**config.mk**
```make
export PLATFORM = sky130hd
export DESIGN_NAME = pw_layer_sequencer
export DESIGN_NICKNAME = d
export VERILOG_FILES = /design/src/rtl/pw_layer_sequencer.sv
export SDC_FILE = /design/constraint.sdc
export NUM_CORES = 1
export LEC_CHECK = 0
export CAP_MARGIN = 20
export CORE_AREA = 2 2 336 338
export DETAILED_ROUTE_END_ITERATION = 8
export DIE_AREA = 0 0 338 340
export SETUP_SLACK_MARGIN = 0.05
export SYNTH_ARGS = -nofsm -noshare
export SYNTH_HDL_FRONTEND = slang
export SYNTH_SLANG_ARGS = --single-unit
```
**constraint.sdc**
```tcl
create_clock -name clk -period 3.95 [get_ports clk]
set_input_delay 1.185 -clock clk [delete_from_list [all_inputs] [get_ports clk]]
set_output_delay 1.185 -clock clk [all_outputs]
set_load 0.05 [all_outputs]
```
**src/rtl/pw_layer_sequencer.sv**
```systemverilog
// Layer sequencer for the non-pipelined pointwise conv unit: fetch one pixel,
// issue it, wait for the result, write it out, repeat until the layer is done.
module pw_layer_sequencer #(
  parameter int unsigned IN_CH   = 4,
  parameter int unsigned OUT_CH  = 8,
  parameter int unsigned ACC_W   = 32,
  parameter int unsigned ADDR_W  = 16,
  parameter int unsigned PIX_W   = 16,
  parameter int unsigned TIMEOUT = 64
) (
  input  logic                    clk,
  input  logic                    rst_n,
  input  logic                    start_i,
  input  logic                    abort_i,
  input  logic [PIX_W-1:0]        cfg_num_pix_i,
  input  logic [ADDR_W-1:0]       cfg_in_base_i,
  input  logic [ADDR_W-1:0]       cfg_out_base_i,
  output logic                    rd_en_o,
  output logic [ADDR_W-1:0]       rd_addr_o,
  input  logic [IN_CH*ACC_W-1:0]  rd_data_i,
  output logic                    pw_i_valid_o,
  output logic [IN_CH*ACC_W-1:0]  pw_i_vec_flat_o,
  input  logic                    pw_o_valid_i,
  input  logic [OUT_CH*ACC_W-1:0] pw_o_vec_flat_i,
  output logic                    wr_valid_o,
  input  logic                    wr_ready_i,
  output logic [ADDR_W-1:0]       wr_addr_o,
  output logic [OUT_CH*ACC_W-1:0] wr_data_o,
  output logic                    busy_o,
  output logic                    done_o,
  output logic                    err_o
);

  localparam int unsigned IN_W  = IN_CH * ACC_W;
  localparam int unsigned OUT_W = OUT_CH * ACC_W;
  localparam int unsigned TMO_W = $clog2(TIMEOUT + 1);

  typedef enum logic [2:0] {
    S_IDLE, S_FETCH, S_RDWAIT, S_ISSUE, S_WAIT_PW, S_WRITE, S_FIN
  } state_e;

  state_e            state_q, state_d;
  logic [PIX_W-1:0]  num_pix_q, num_pix_d;
  logic [PIX_W-1:0]  pix_q, pix_d;
  logic [ADDR_W-1:0] in_base_q, in_base_d;
  logic [ADDR_W-1:0] out_base_q, out_base_d;
  logic [TMO_W-1:0]  tmo_q, tmo_d;
  logic              rd_en_q, rd_en_d;
  logic [ADDR_W-1:0] rd_addr_q, rd_addr_d;
  logic              pw_i_valid_q, pw_i_valid_d;
  logic [IN_W-1:0]   pw_i_vec_q, pw_i_vec_d;
  logic              wr_valid_q, wr_valid_d;
  logic [ADDR_W-1:0] wr_addr_q, wr_addr_d;
  logic [OUT_W-1:0]  wr_data_q, wr_data_d;
  logic              busy_q, busy_d;
  logic              done_q, done_d;
  logic              err_q, err_d;

  // Next-state and next-output logic; outputs are computed for the state being entered.
  always_comb begin
    state_d      = state_q;
    num_pix_d    = num_pix_q;
    pix_d        = pix_q;
    in_base_d    = in_base_q;
    out_base_d   = out_base_q;
    tmo_d        = tmo_q;
    rd_en_d      = 1'b0;
    rd_addr_d    = rd_addr_q;
    pw_i_valid_d = 1'b0;
    pw_i_vec_d   = pw_i_vec_q;
    wr_valid_d   = wr_valid_q;
    wr_addr_d    = wr_addr_q;
    wr_data_d    = wr_data_q;
    busy_d       = busy_q;
    done_d       = 1'b0;
    err_d        = err_q;

    case (state_q)
      S_IDLE: begin
        if (start_i) begin
          num_pix_d  = cfg_num_pix_i;
          in_base_d  = cfg_in_base_i;
          out_base_d = cfg_out_base_i;
          pix_d      = '0;
          err_d      = 1'b0;
          busy_d     = 1'b1;
          if (cfg_num_pix_i == '0) begin
            state_d = S_FIN;
          end else begin
            state_d   = S_FETCH;
            rd_en_d   = 1'b1;
            rd_addr_d = cfg_in_base_i;
          end
        end
      end
      S_FETCH: state_d = S_RDWAIT;
      S_RDWAIT: begin
        pw_i_vec_d   = rd_data_i;
        pw_i_valid_d = 1'b1;
        state_d      = S_ISSUE;
      end
      S_ISSUE: begin
        tmo_d   = '0;
        state_d = S_WAIT_PW;
      end
      S_WAIT_PW: begin
        if (pw_o_valid_i) begin
          wr_data_d  = pw_o_vec_flat_i;
          wr_valid_d = 1'b1;
          wr_addr_d  = out_base_q + ADDR_W'(pix_q);
          state_d    = S_WRITE;
        end else begin
          // Trip so that done lands exactly TIMEOUT cycles after the issue cycle.
          tmo_d = tmo_q + TMO_W'(1);
          if (tmo_d == TMO_W'(TIMEOUT - 1)) begin
            err_d   = 1'b1;
            done_d  = 1'b1;
            state_d = S_FIN;
          end
        end
      end
      S_WRITE: begin
        if (wr_ready_i) begin
          wr_valid_d = 1'b0;
          pix_d      = pix_q + PIX_W'(1);
          if (pix_d == num_pix_q) begin
            done_d  = 1'b1;
            state_d = S_FIN;
          end else begin
            rd_en_d   = 1'b1;
            rd_addr_d = in_base_q + ADDR_W'(pix_d);
            state_d   = S_FETCH;
          end
        end
      end
      S_FIN: begin
        // An empty layer enters FIN without done set and raises it one cycle later.
        if (done_q) begin
          busy_d  = 1'b0;
          state_d = S_IDLE;
        end else begin
          done_d = 1'b1;
        end
      end
      default: state_d = S_IDLE;
    endcase

    if (abort_i && (state_q != S_IDLE)) begin
      state_d      = S_IDLE;
      rd_en_d      = 1'b0;
      pw_i_valid_d = 1'b0;
      wr_valid_d   = 1'b0;
      busy_d       = 1'b0;
      done_d       = 1'b0;
      err_d        = err_q;
    end
  end

  // State and output registers.
  always_ff @(posedge clk or negedge rst_n) begin
    if (!rst_n) begin
      state_q      <= S_IDLE;
      num_pix_q    <= '0;
      pix_q        <= '0;
      in_base_q    <= '0;
      out_base_q   <= '0;
      tmo_q        <= '0;
      rd_en_q      <= 1'b0;
      rd_addr_q    <= '0;
      pw_i_valid_q <= 1'b0;
      pw_i_vec_q   <= '0;
      wr_valid_q   <= 1'b0;
      wr_addr_q    <= '0;
      wr_data_q    <= '0;
      busy_q       <= 1'b0;
      done_q       <= 1'b0;
      err_q        <= 1'b0;
    end else begin
      state_q      <= state_d;
      num_pix_q    <= num_pix_d;
      pix_q        <= pix_d;
      in_base_q    <= in_base_d;
      out_base_q   <= out_base_d;
      tmo_q        <= tmo_d;
      rd_en_q      <= rd_en_d;
      rd_addr_q    <= rd_addr_d;
      pw_i_valid_q <= pw_i_valid_d;
      pw_i_vec_q   <= pw_i_vec_d;
      wr_valid_q   <= wr_valid_d;
      wr_addr_q    <= wr_addr_d;
      wr_data_q    <= wr_data_d;
      busy_q       <= busy_d;
      done_q       <= done_d;
      err_q        <= err_d;
    end
  end

  assign rd_en_o         = rd_en_q;
  assign rd_addr_o       = rd_addr_q;
  assign pw_i_valid_o    = pw_i_valid_q;
  assign pw_i_vec_flat_o = pw_i_vec_q;
  assign wr_valid_o      = wr_valid_q;
  assign wr_addr_o       = wr_addr_q;
  assign wr_data_o       = wr_data_q;
  assign busy_o          = busy_q;
  assign done_o          = done_q;
  assign err_o           = err_q;

endmodule

```
==> metrics.yaml <==
run:
  drv_cap: 0
min_path:
  hold_path_end: "wr_data_o[182]"
  hold_path.startpoint: "wr_data_o[182]"
  hold_class: "reg -> reg"
  whs_path_depth: 2
timing:
  hold_violations: 0
  tightestPinTransition_ns: 0.8392
  fin_ws_ns: 0.3386
  rsz0062_at_grt: "no"
  fmax_mhz: 276.9
  tns_ns: 0
  slew_violations: 0
  hold_slack_ns: 0.4719
  fin_skew_ns: 0.02160
  slew_headroom: 0.4388
  setup_viol: 0
  period_needed_ns: 3.611
  fin_crit_sh: 0.9143
worst_setup_path:
  startpoint_type: "register"
  cp.required_ns: 4.48
  worst_path_dominant_cell_family: "simple AND/OR/NAND/NOR gates"
  crit_slowest_cell: "dfrtp_1"
  reg2reg_to: "rd_addr_o[15]"
  arrival_ns: 4.14
  path_buf_inv: 0
  crit_path_max_incr_delay_ns: 0.68
  startpoint: "pix_q[2]"
  rr_startpoint: "pix_q[2]"
  crit_chain: "nand3_2 > nor2_1 > xor2_1 > ha_1 > a21o_1 > a21oi_1 > nor3b_1 > a211oi_1 > o31ai_1 > xnor2_1 > o21ai_0 > mux2_2"
  r2r_cells: 12
  cp-end-kind: "register"
  path_class: "reg -> reg"
  critPathMaxFanout: 14
  regToRegSetupSlack_ns: 0.34
clock_tree:
  clock_path_buffers: 3
  h-tree-depth: 2
  cts_root_buf: "clkbuf_16"
  cts.repair.resized: 0
  path_clk_slew_ns: 0.06
  cts_hold_repair.buffers: 0
  postCtsSetupBuffers: 0
  cts_buffers: 60
  cts_tree: "done"
  insertion_delay_ns: 0.66
  clock-sinks: 496
yosys:
  synth_area_sq_um: 21420
  synth_seq_cells: 496
  synth_top_area_frac: 0.5795
  synthCells: 2108
  syn-num-nets: 2581
  synth_area_leaders: "dfrtp_1, nand2_1, mux2_2, ha_1, o21ai_0"
  yosys.area.top_type: "dfrtp_1"
  synthArstFlopShare: 1.000
  ys_warn_count: 0
  ys_seq_area_frac: 0.5795
  synth_ff_type: "dfrtp_1"
  synth_cell_type_count: 80
  synth_edf_count: 0
  syn_avg_cell_area_sq_um: 10.16
die:
  die-height_microns: 340
  io_pins: 860
  initial_utilization: 0.1920
  std_cell_rows: 123
  chipWidth_microns: 338
  fp.dieArea_sq_um: 114900
  core_area_sq_um: 111600
detailed_routing:
  dr.pass1.iters: 5
  wire_per_inst_microns: 19.03
  drt_first_iter_violations: 1109
  route.detailed.drc: 0
  routed_wl_microns: 85880
  viasPerCell: 4.074
  vias: 18390
  ant_nets: 0
global_route:
  antenna_found_initial: 20
  grt_usage: 0.1440
  grt_first_pass_wirelength_microns: 123300
  grt_max_degree: 114
  first_global_vias: 18400
  grt.overflow.total: 0
layout:
  layout.cells.non_filler: 4514
  fin_util: 0.3039
  fill_cells: 11530
  area_delta_synth_final_pct: 58.28
  drive_above_1_share: 0.1154
  nNetsFinal: 3439
power:
  clock_power_share: 0.176
  power_leakage_nw: 15.10
  combPwrFrac: 0.535
  p_int_mw: 16.20
  switching_share: 0.4756
  vdd_ir_drop_max_mv: 0.5264
  seq_power_share: 0.289
  switchingPower_mw: 14.69
  power.density_nw_per_um2: 911.4
place:
  place_hpwl_microns: 65630
  port_buffers: 859
  place_inst: 4404
  place.gp.congestion: 0.8604
  place_ws_ns: 0.3284
status:
  status: "complete, no violations"
layout by cell type (no fill, tap or decap), drive strengths merged, types with 23 or more instances in the layout:
cell / netlist / final
dfrtp: 496 / 496
clkdlybuf4s50: 0 / 858
a21oi: 29 / 29
ha: 33 / 33
xnor2: 23 / 23
inv: 22 / 24
buf: 13 / 41
xor2: 26 / 26
clkbuf: 90 / 84
nor2: 47 / 47
o21ai: 80 / 80
nand2: 855 / 855
mux2: 190 / 190
stage by stage:
stage | instance area [sq um] | power [mW]
2_1_floorplan | 21420 | 19.05
3_3_place_gp | 31990 | 25.51
3_5_place_dp | 31990 | 25.62
4_1_cts | 33890 | 31.24
5_1_grt | 33890 | 32.32
6_report | 33900 | 30.90
layout make-up:
| class | count | area [sq um] | area share |
|---|---|---|---|
| Timing Repair Buffer | 899 | 9091 | 0.2682 |
| Inverter | 23 | 86.33 | 0.002547 |
| Sequential cell | 496 | 12410 | 0.3661 |
| Tap cell | 1500 | 1877 | 0.05536 |
| Clock inverter | 20 | 190.2 | 0.005610 |
| Clock buffer | 84 | 1703 | 0.05023 |
| Multi-Input combinational cell | 1486 | 8528 | 0.2516 |
| Antenna cell | 6 | 15.01 | 0.0004429 |
tightest hold or removal path, cell delays in order, from the launching register on:
cell and delay [ns]:
dfrtp_1 0.34, nand2_1 0.05, nand2_1 0.05
sequential cells by signal, summed over array words and instances, names as in the netlist, 3 cells and up:
signal           flops
pix_q               16
out_base_q          16
num_pix_q           16
rd_addr_o           16
state_q              3
pw_i_vec_flat_o    128
in_base_q           16
tmo_q                7
wr_addr_o           16
wr_data_o          256
worst max-delay path by stage:
stage	endpoint	slack, ns	cells after the start
global route	rd_addr_o[14]	0.08	12
CTS	rd_addr_o[15]	0.41	12
finish	rd_addr_o[15]	0.34	12
global placement	rd_addr_o[0]	0.37	6
floorplan	rd_addr_o[10]	0.68	11
detailed placement	rd_addr_o[2]	0.33	6
Yosys cell counts, drive strengths merged (12+ instances only):
library cell / n
nand3: 22
nand2: 855
o21ai: 80
o31ai: 12
xnor2: 23
nor2: 47
ha: 33
mux2: 190
clkbuf: 90
nor4: 13
buf: 13
nand2b: 12
inv: 22
dfrtp: 496
a21oi: 29
nor3: 22
xor2: 26
kinds of logic after synthesis:
kind of cell             count (synthesis)  synth area share
buffers and inverters                  126           0.02377
adder cells (fa/ha/maj)                 36           0.02161
XOR/XNOR                                49           0.02074
multiplexers                           193            0.1029
AND/OR/NAND/NOR                       1020            0.1959
flip-flops                             496            0.5795
AO/OA/AOI/OAI                          188           0.05567
routing by layer:
metal,share of wire,up-vias,global-route usage
li1,-,8679,-
met1,0.43,8894,0.1888
met2,0.46,650,0.2270
met3,0.079,144,0.04438
met4,0.029,24,0.04213
met5,0.0018,-,0
power groups by stage:
| stage | Clock, mW | Sequential [mW] | Combinational [mW] |
|---|---|---|---|
| floorplan | 0 | 15.5 | 3.51 |
| global placement | 0 | 8.91 | 16.6 |
| detailed placement | 0 | 8.96 | 16.7 |
| CTS | 5.62 | 8.92 | 16.7 |
| global route | 5.82 | 9.20 | 17.3 |
| finish | 5.43 | 8.92 | 16.5 |
(Power assumes the default switching activity.)
